`src/rtl/puf_collect_n.sv`:
```
// rtl/puf_collect_n.sv - majority-voting PUF response collector
// Steps the challenge LFSR through NUM_WORDS challenges and packs one voted word per challenge.
module puf_collect_n #(
  parameter int WORD_W    = 16,
  parameter int NUM_WORDS = 8,
  parameter int VOTES     = 1,
  parameter int SETTLE    = 1,
  parameter int TIMEOUT   = 1024
) (
  input  logic                        clk,
  input  logic                        rst,
  input  logic                        start,
  input  logic [WORD_W-1:0]           seed,
  output logic                        lfsr_load,
  output logic                        lfsr_next,
  input  logic                        lfsr_ready,
  output logic [WORD_W-1:0]           lfsr_seed,
  input  logic [WORD_W-1:0]           puf_data,
  output logic [WORD_W*NUM_WORDS-1:0] resp_out,
  output logic                        resp_valid,
  output logic                        err,
  output logic                        busy
);
  localparam int RW = WORD_W * NUM_WORDS;
  localparam int CW = $clog2(VOTES + 1);
  localparam int VW = (VOTES > 1) ? $clog2(VOTES) : 1;
  localparam int IW = $clog2(NUM_WORDS);
  localparam int TW = $clog2(TIMEOUT);
  localparam logic [CW-1:0] HALF        = CW'(VOTES / 2);
  localparam logic [VW-1:0] VOTE_LAST   = VW'(VOTES - 1);
  localparam logic [IW-1:0] WORD_LAST   = IW'(NUM_WORDS - 1);
  localparam logic [TW-1:0] WDOG_LAST   = TW'(TIMEOUT - 1);
  localparam logic [7:0]    SETTLE_LAST = (SETTLE > 0) ? 8'(SETTLE - 1) : 8'd0;

  typedef enum logic [2:0] {
    S_IDLE, S_WAIT_RDY, S_SETTLE, S_SAMPLE, S_ADVANCE, S_DONE
  } state_t;

  state_t                    state_q, state_d;
  logic                      ready_q;
  logic [WORD_W-1:0]         seed_q, seed_d;
  logic [RW-1:0]             resp_q, resp_d;
  logic [WORD_W-1:0][CW-1:0] cnt_q, cnt_d;
  logic [IW-1:0]             word_q, word_d;
  logic [VW-1:0]             vote_q, vote_d;
  logic [TW-1:0]             wdog_q, wdog_d;
  logic [7:0]                settle_q, settle_d;
  logic                      valid_q, valid_d;
  logic                      err_q, err_d;
  logic                      load_q, load_d;

  logic                      rdy_edge;
  logic [WORD_W-1:0][CW-1:0] sum_w;
  logic [WORD_W-1:0]         vote_w;

  assign rdy_edge = lfsr_ready & ~ready_q;

  // Running per-bit vote tally including the read taken this cycle.
  always_comb begin
    sum_w  = '0;
    vote_w = '0;
    for (int b = 0; b < WORD_W; b++) begin
      sum_w[b]  = cnt_q[b] + CW'(puf_data[b]);
      vote_w[b] = (sum_w[b] > HALF);
    end
  end

  always_comb begin
    state_d  = state_q;
    seed_d   = seed_q;
    resp_d   = resp_q;
    cnt_d    = cnt_q;
    word_d   = word_q;
    vote_d   = vote_q;
    wdog_d   = wdog_q;
    settle_d = settle_q;
    valid_d  = valid_q;
    err_d    = err_q;
    load_d   = load_q;
    case (state_q)
      S_IDLE, S_DONE: begin
        if (start) begin
          seed_d  = seed;
          resp_d  = '0;
          cnt_d   = '0;
          word_d  = '0;
          vote_d  = '0;
          wdog_d  = '0;
          valid_d = 1'b0;
          err_d   = 1'b0;
          load_d  = 1'b1;
          state_d = S_WAIT_RDY;
        end
      end
      S_WAIT_RDY: begin
        if (rdy_edge) begin
          wdog_d   = '0;
          settle_d = '0;
          if (SETTLE > 0) state_d = S_SETTLE;
          else            state_d = S_SAMPLE;
        end else if (wdog_q == WDOG_LAST) begin
          err_d   = 1'b1;
          load_d  = 1'b0;
          state_d = S_DONE;
        end else begin
          wdog_d = wdog_q + TW'(1);
        end
      end
      S_SETTLE: begin
        if (settle_q == SETTLE_LAST) state_d = S_SAMPLE;
        else                         settle_d = settle_q + 8'd1;
      end
      S_SAMPLE: begin
        cnt_d = sum_w;
        if (vote_q == VOTE_LAST) begin
          cnt_d  = '0;
          vote_d = '0;
          for (int w = 0; w < NUM_WORDS; w++) begin
            if (word_q == IW'(w)) resp_d[RW-1-w*WORD_W -: WORD_W] = vote_w;
          end
          if (word_q == WORD_LAST) begin
            load_d  = 1'b0;
            valid_d = 1'b1;
            state_d = S_DONE;
          end else begin
            word_d  = word_q + IW'(1);
            state_d = S_ADVANCE;
          end
        end else begin
          vote_d   = vote_q + VW'(1);
          settle_d = '0;
          if (SETTLE > 0) state_d = S_SETTLE;
          else            state_d = S_SAMPLE;
        end
      end
      S_ADVANCE: state_d = S_WAIT_RDY;
      default:   state_d = S_IDLE;
    endcase
  end

  always_ff @(posedge clk) begin
    if (rst) begin
      state_q  <= S_IDLE;
      ready_q  <= 1'b0;
      seed_q   <= '0;
      resp_q   <= '0;
      cnt_q    <= '0;
      word_q   <= '0;
      vote_q   <= '0;
      wdog_q   <= '0;
      settle_q <= '0;
      valid_q  <= 1'b0;
      err_q    <= 1'b0;
      load_q   <= 1'b0;
    end else begin
      state_q  <= state_d;
      ready_q  <= lfsr_ready;
      seed_q   <= seed_d;
      resp_q   <= resp_d;
      cnt_q    <= cnt_d;
      word_q   <= word_d;
      vote_q   <= vote_d;
      wdog_q   <= wdog_d;
      settle_q <= settle_d;
      valid_q  <= valid_d;
      err_q    <= err_d;
      load_q   <= load_d;
    end
  end

  assign lfsr_load  = load_q;
  assign lfsr_next  = (state_q == S_ADVANCE);
  assign lfsr_seed  = seed_q;
  assign resp_out   = resp_q;
  assign resp_valid = valid_q;
  assign err        = err_q;
  assign busy       = (state_q != S_IDLE) && (state_q != S_DONE);
endmodule

```
`config.mk`:
```
export PLATFORM = sky130hd
export DESIGN_NAME = puf_collect_n
export DESIGN_NICKNAME = d
export VERILOG_FILES = /design/src/rtl/puf_collect_n.sv
export SDC_FILE = /design/constraint.sdc
export NUM_CORES = 1
export LEC_CHECK = 0
export ABC_AREA = 1
export BUFFER_PORTS_ARGS = -buffer_cell sky130_fd_sc_hd__buf_4
export CAP_MARGIN = 30
export CORE_UTILIZATION = 45
export CTS_CLUSTER_SIZE = 28
export DETAILED_ROUTE_END_ITERATION = 10
export GPL_TIMING_DRIVEN = 0
export PLACE_DENSITY_LB_ADDON = 0.3
export RECOVER_POWER = 25
export SKIP_CTS_REPAIR_TIMING = 1
export SYNTH_ARGS = -nofsm -noshare
export SYNTH_HDL_FRONTEND = slang
export SYNTH_SLANG_ARGS = --single-unit
```
`constraint.sdc`:
```
create_clock -name clk -period 2.2 [get_ports clk]
set_clock_uncertainty 0.2 [all_clocks]
set_input_delay 0 -clock clk [delete_from_list [all_inputs] [get_ports clk]]
set_output_delay 0 -clock clk [all_outputs]
set_load 0.005 [all_outputs]
```
==> qor.txt, run 1 <==
status: finished, final reports clean
final WL: 22,300 um
sequential share of power: 43.1%
core area: 0.0152 mm2
placed insts: 1,308
Sink Count: 172
Max Cap Viol: 0
asr flop ratio synth: 0%
kind of critical path: reg2reg
Synth Instances: 936
sequential fraction of the synthesis area: 49.2%
detail-routed net length per standard cell: 16.2 um
Hold Crit Class: in2reg
clock tree buffer depth: 2
layout cells sized above 1: 21.8%
num ports: 185
power share of the clock group: 40.1%
full die area: 0.0161 mm2
Relative slew margins: 47.5%
first-pass GRT wire length: 33,300 um
total track usage: 26.9%
Placer Congestion: 0.913
Finish-stage setup viols: 0
fin. max-slew vios: 0
Period minus WS final: 2.05 ns
Tot Pwr: 7600 uW
Layout Nets: 1,221
via count of the first global-routing pass: 6,508
Pint: 5290 uW
final setup margin: 0.154 ns
CP Launch Type: flop
antenna fix cells: 0
Worst-Margin Slew: 0.785 ns
Primary FF master, synth: dfxtp_1
Post-synth EDFFs: 0
dpl hpwl: 15,300 um
via/cell ratio: 5.26
Worst Path Arrival: 2.22 ns
Residual DRC: 0
first drt pass iteration count: 5
Netlist cell types: 30
Area growth, synth to finish: 36.8%
leakage: 0.00385 uW
VDD IR max: 0.000577 V
number of CTS-inserted buffers: 17
initial antenna violation count: 0
FF+latch count, synth: 172
Syn Nets: 981
crit path max fanout: 10
Critical Path RT: 2.37 ns
Final Hold Fails: 0
antenna-violating nets left: 0
TritonCTS clock tree: yes
clock-pin slew on the worst setup and hold paths: 0.07 ns
RSZ-0062 raised after global routing: no
Max Freq: 0.489 GHz
YS warnings: 0
DR iter-0 viols: 578
Port Buffers: 184
post-route insts no fill: 1,377
largest net degree at the start of global routing: 19
syn_area_per_cell: 7.48 um2
Row Count: 45
gr ovfl total: 0
ratio of final minimum period to clock period: 93.0%
Clock Latency Late Sink: 0.44 ns
Power Density: 794 mW/mm2
Die X: 127 um
CTS Root Cell: clkbuf_16
Crit. End Element: flop
vias: 7,248
Initial Utilization: 46.1%
cell area after synthesis: 0.00701 mm2
Fin Setup TNS: 0 ns
Final Core Density: 63.0%
floorplan die height: 127 um
Sw Pwr: 2320 uW
Comb power frac: 16.8%
switch share: 30.5%
Clock H-tree levels: 4
DP Worst Slack: -0.530 ns
-- kinds of logic after synthesis --
| family | synth area share, % |
|---|---|
| AOI/OAI and AO/OA | 12.8 |
| buffers and inverters | 6.97 |
| and+or+nand+nor | 29.4 |
| adders and majority gates | 1.61 |
| xor gates and xnor gates | 0.125 |
| DFF | 49.2 |
-- placed cells by master, fill, tap and decap left out, drive strengths merged --
cell / netlist / layout
o21bai: 1 / 1
o21a: 1 / 1
nor3b: 1 / 1
dfxtp: 172 / 172
xor2: 1 / 1
clkinvlp: 0 / 4
or2: 3 / 3
inv: 55 / 65
o21ai: 24 / 24
clkbuf: 43 / 140
ha: 9 / 9
clkinv: 1 / 1
buf: 17 / 122
nand2: 216 / 216
nand3: 142 / 142
nor2: 88 / 88
dlygate4sd3: 0 / 36
a21oi: 148 / 148
a31oi: 1 / 1
bufinv: 0 / 1
nand4: 7 / 7
nor3: 6 / 6
-- routing by layer --
layer / wire [um] / vias to the layer above / track usage [%]
met2: 10600 / 301 / 44.7
li1: - / 3559 / -
met1: 9300 / 3325 / 33.0
met4: 896 / 0 / 13.9
met5: 0 / - / 0
met3: 1530 / 63 / 5.74
-- sequential cells by signal, indices dropped and copies added, names as in the netlist --
name / flops
state_q: 3
lfsr_load: 1
err: 1
resp_out: 128
lfsr_seed: 16
word_q: 3
wdog_q: 10
ready_q: 1
settle_q: 8
resp_valid: 1
-- critical path, stage by stage, from the launching register on --
cell and delay (ns):
dfxtp_1 0.46, nand3_2 0.17, buf_6 0.20, nor2_1 0.60, nand3_1 0.17, a21oi_1 0.18
-- per-stage QoR --
stage | instance area, um2 | hold slack, ns
6_report | 9580 | 0.171
5_1_grt | 9580 | 0.208
4_1_cts | 9220 | -0.429
3_5_place_dp | 8620 | 0.0250
3_3_place_gp | 8620 | 0.0179
2_1_floorplan | 7010 | -0.0751
-- final timing paths --
| check | startpoint | endpoint | slack (ns) | depth (start not counted) |
|---|---|---|---|---|
| max reg2reg | state_q[0] | resp_out[46] | 0.15 | 5 |
| max | state_q[0] | resp_out[46] | 0.15 | 5 |
| min | seed[7] | lfsr_seed[7] | 0.17 | 4 |
| min reg2reg | resp_out[126] | resp_out[126] | 0.26 | 2 |
-- layout make-up --
type / instances / area (um2)
sequential: 172 / 3440
clock buffer: 17 / 425
clock inverter: 15 / 169
tap: 188 / 235
fill: 1366 / 5620
buffer: 59 / 288
timing repair buffer: 222 / 1720
multi-input combinational: 648 / 3090
inverter: 56 / 214
-- cell usage after synthesis, types with 3 or more instances --
cell,instances,area share (%)
clkbuf_1,43,2.3
nand2_2,9,0.80
inv_1,51,2.7
nor2_2,3,0.27
nor2_4,8,1.3
nor3_1,6,0.43
buf_2,9,0.64
inv_2,4,0.21
dfxtp_1,172,49
nand4_1,7,0.63
nand2_1,206,11
nand3_1,140,10
a21oi_1,148,11
nor2_1,77,4.1
buf_4,3,0.32
ha_1,9,1.6
o21ai_0,23,1.6
buf_6,4,0.64
-- power by group through the flow --
| stage | combinational (uW) | clock, uW | sequential [uW] |
|---|---|---|---|
| after floorplan | 725 | 0 | 3350 |
| after global placement | 1180 | 0 | 3340 |
| after detailed placement | 1180 | 0 | 3350 |
| after CTS | 1190 | 3050 | 3280 |
| after global routing | 1410 | 3200 | 3290 |
| final | 1280 | 3050 | 3280 |
(Power assumes the default switching activity.)
==> run 2, diff against run 1 <==
--- a/config.mk
+++ b/config.mk
@@ -14,6 +14,7 @@
 export GPL_TIMING_DRIVEN = 0
 export PLACE_DENSITY_LB_ADDON = 0.3
 export RECOVER_POWER = 25
+export SETUP_SLACK_MARGIN = 0.4
 export SKIP_CTS_REPAIR_TIMING = 1
 export SYNTH_ARGS = -nofsm -noshare
 export SYNTH_HDL_FRONTEND = slang
==> qor.txt, run 2 (synthesized netlist as in run 1, its figures left out) <==
dpl hpwl: 15,300 um (about the same)
Port Buffers: 184 (unchanged)
slowest stage delay, CP: 0.35 ns (-0.25 ns)
Placer Congestion: 0.923 (+1.1%)
Initial Utilization: 46.1% (unchanged)
Fin Setup TNS: 0 ns (unchanged)
Comb power frac: 19.2% (+2.4 points)
Worst-Margin Slew: 0.618 ns (-0.166 ns)
VDD IR max: 0.000607 V (+5.2%)
Residual DRC: 0 (unchanged)
Crit. End Element: flop
leakage: 0.00410 uW (+6.5%)
antenna-violating nets left: 0 (unchanged)
max reg flops: 128 (unchanged)
Pint: 5540 uW (+4.8%)
detail-routed net length per standard cell: 16.8 um (+3.5%)
placed cell areas: 0.00865 mm2 (+0.29%)
TritonCTS clock tree: yes
DR iter-0 viols: 562 (-2.8%)
Fill cells: 1,250 (-8.5%)
Worst Path Arrival: 1.98 ns (-0.24 ns)
Period minus WS final: 1.81 ns (-0.232 ns)
Final Hold Fails: 0 (unchanged)
Sw Pwr: 2360 uW (+1.8%)
layout cells sized above 1: 28.8% (+7.0 points)
largest net degree at the start of global routing: 17 (-2)
DP Worst Slack: 0.0432 ns (+0.573 ns)
Die X: 127 um (unchanged)
cells along the critical path: inv_4 > nand3_4 > clkbuf_16 > nor2_2 > nand3_1 > a21oi_2
RSZ-0062 raised after global routing: yes
num ports: 185 (unchanged)
core area: 0.0152 mm2 (unchanged)
via/cell ratio: 5.35 (+1.7%)
Clock Latency Late Sink: 0.44 ns (about the same)
number of CTS-inserted buffers: 17 (unchanged)
final WL: 23,500 um (+5.1%)
Area growth, synth to finish: 46.4%
Final Cell Area: 0.0103 mm2 (+7.1%)
first drt pass iteration count: 5 (unchanged)
Power Density: 770 mW/mm2 (-3.0%)
kind of critical path: reg2reg
CP Launch Type: flop
Relative slew margins: 58.8% (+11 points)
Max Cap Viol: 0 (unchanged)
status: finished, final reports clean
via count of the first global-routing pass: 6,502 (-0.092%)
Max Freq: 0.551 GHz (+13%)
Hold Crit Class: in2reg
floorplan die height: 127 um (unchanged)
antenna fix cells: 0 (unchanged)
first-pass GRT wire length: 33,900 um (+1.8%)
clock-pin slew on the worst setup and hold paths: 0.07 ns (about the same)
full die area: 0.0161 mm2 (unchanged)
final setup margin: 0.386 ns (+0.232 ns)
Sink Count: 172 (unchanged)
fin. max-slew vios: 0 (unchanged)
initial antenna violation count: 0 (unchanged)
Finish-stage setup viols: 0 (unchanged)
commonest non-fill, non-tap cell in the layout: nand2_1
crit path max fanout: 7 (-3)
Critical Path RT: 2.37 ns (about the same)
ratio of final minimum period to clock period: 82.5% (-11 points)
Min Hold Slack: 0.161 ns (-0.0100 ns)
vias: 7,490 (+3.3%)
gr ovfl total: 0 (unchanged)
total track usage: 27.3% (+0.35 points)
sequential share of power: 41.6% (-1.5 points)
most frequent cells in the layout: 200 x nand2_1, 165 x dfxtp_1, 134 x a21oi_1
CTS Root Cell: clkbuf_16
power share of the clock group: 39.1% (-1.0 points)
switch share: 29.9% (-0.60 points)
Slowest-stage cell, CP: nor2_2
Row Count: 45 (unchanged)
Clock H-tree levels: 4 (unchanged)
Layout Nets: 1,243 (+1.8%)
clock tree buffer depth: 2 (unchanged)
## run 2: cell count changes in the layout (fill, tap and decap cells not counted), moves of 13 or more
cell      previous run  this run
nand3_2              2        17
clkbuf_2             1        14
nand3_1            140       124
a21oi_1            148       134
a21oi_2              0        14
clkbuf_1            51        37
## run 2: per-stage QoR
step	std cells	power, uW	util [%]
2_1_floorplan	936	4080	-
3_3_place_gp	1308	4530	56.9
3_5_place_dp	1308	4540	56.9
4_1_cts	1340	7560	60.8
5_1_grt	1399	8150	67.5
6_report	1399	7900	67.5
## run 2: area by class of cell
cell class | instances | area [um2] | share of cell area, %
buffer | 60 | 402 | 3.92
tap | 188 | 235 | 2.29
sequential | 172 | 3460 | 33.7
clock inverter | 14 | 159 | 1.55
clock buffer | 18 | 439 | 4.28
timing repair buffer | 243 | 1980 | 19.3
inverter | 56 | 218 | 2.12
multi-input combinational | 648 | 3360 | 32.8
## run 2: worst paths after layout
check             startpoint            end  slack [ns]  depth (start not counted)
setup / recovery  state_q[2]   resp_out[44]        0.39                          6
hold / removal      seed[14]  lfsr_seed[14]        0.16                          4
setup reg to reg  state_q[2]   resp_out[44]        0.39                          6
hold reg to reg    wdog_q[0]      wdog_q[0]        0.25                          1
## run 2: routing by layer
metal | global-route usage, % | share of wire [%] | vias up
met4 | 12.4 | 2.8 | 0
met3 | 6.20 | 8.3 | 59
met2 | 43.5 | 47 | 343
li1 | - | - | 3610
met1 | 35.2 | 42 | 3478
met5 | 0 | 0 | -
## run 2: power by group through the flow
stage               clock, uW  combinational (uW)  sequential [uW]
floorplan                   0                 733             3350
global placement            0                1190             3340
detailed placement          0                1200             3350
CTS                      3080                1200             3280
global route             3210                1640             3300
finish                   3090                1520             3290
## run 2: critical path, delay by kind of cell (launching register included)
kind                   cells  cell delay (ns)
AOI/OAI and AO/OA          1             0.19
buffers and inverters      2             0.31
DFF                        1             0.34
and+or+nand+nor            3             0.69
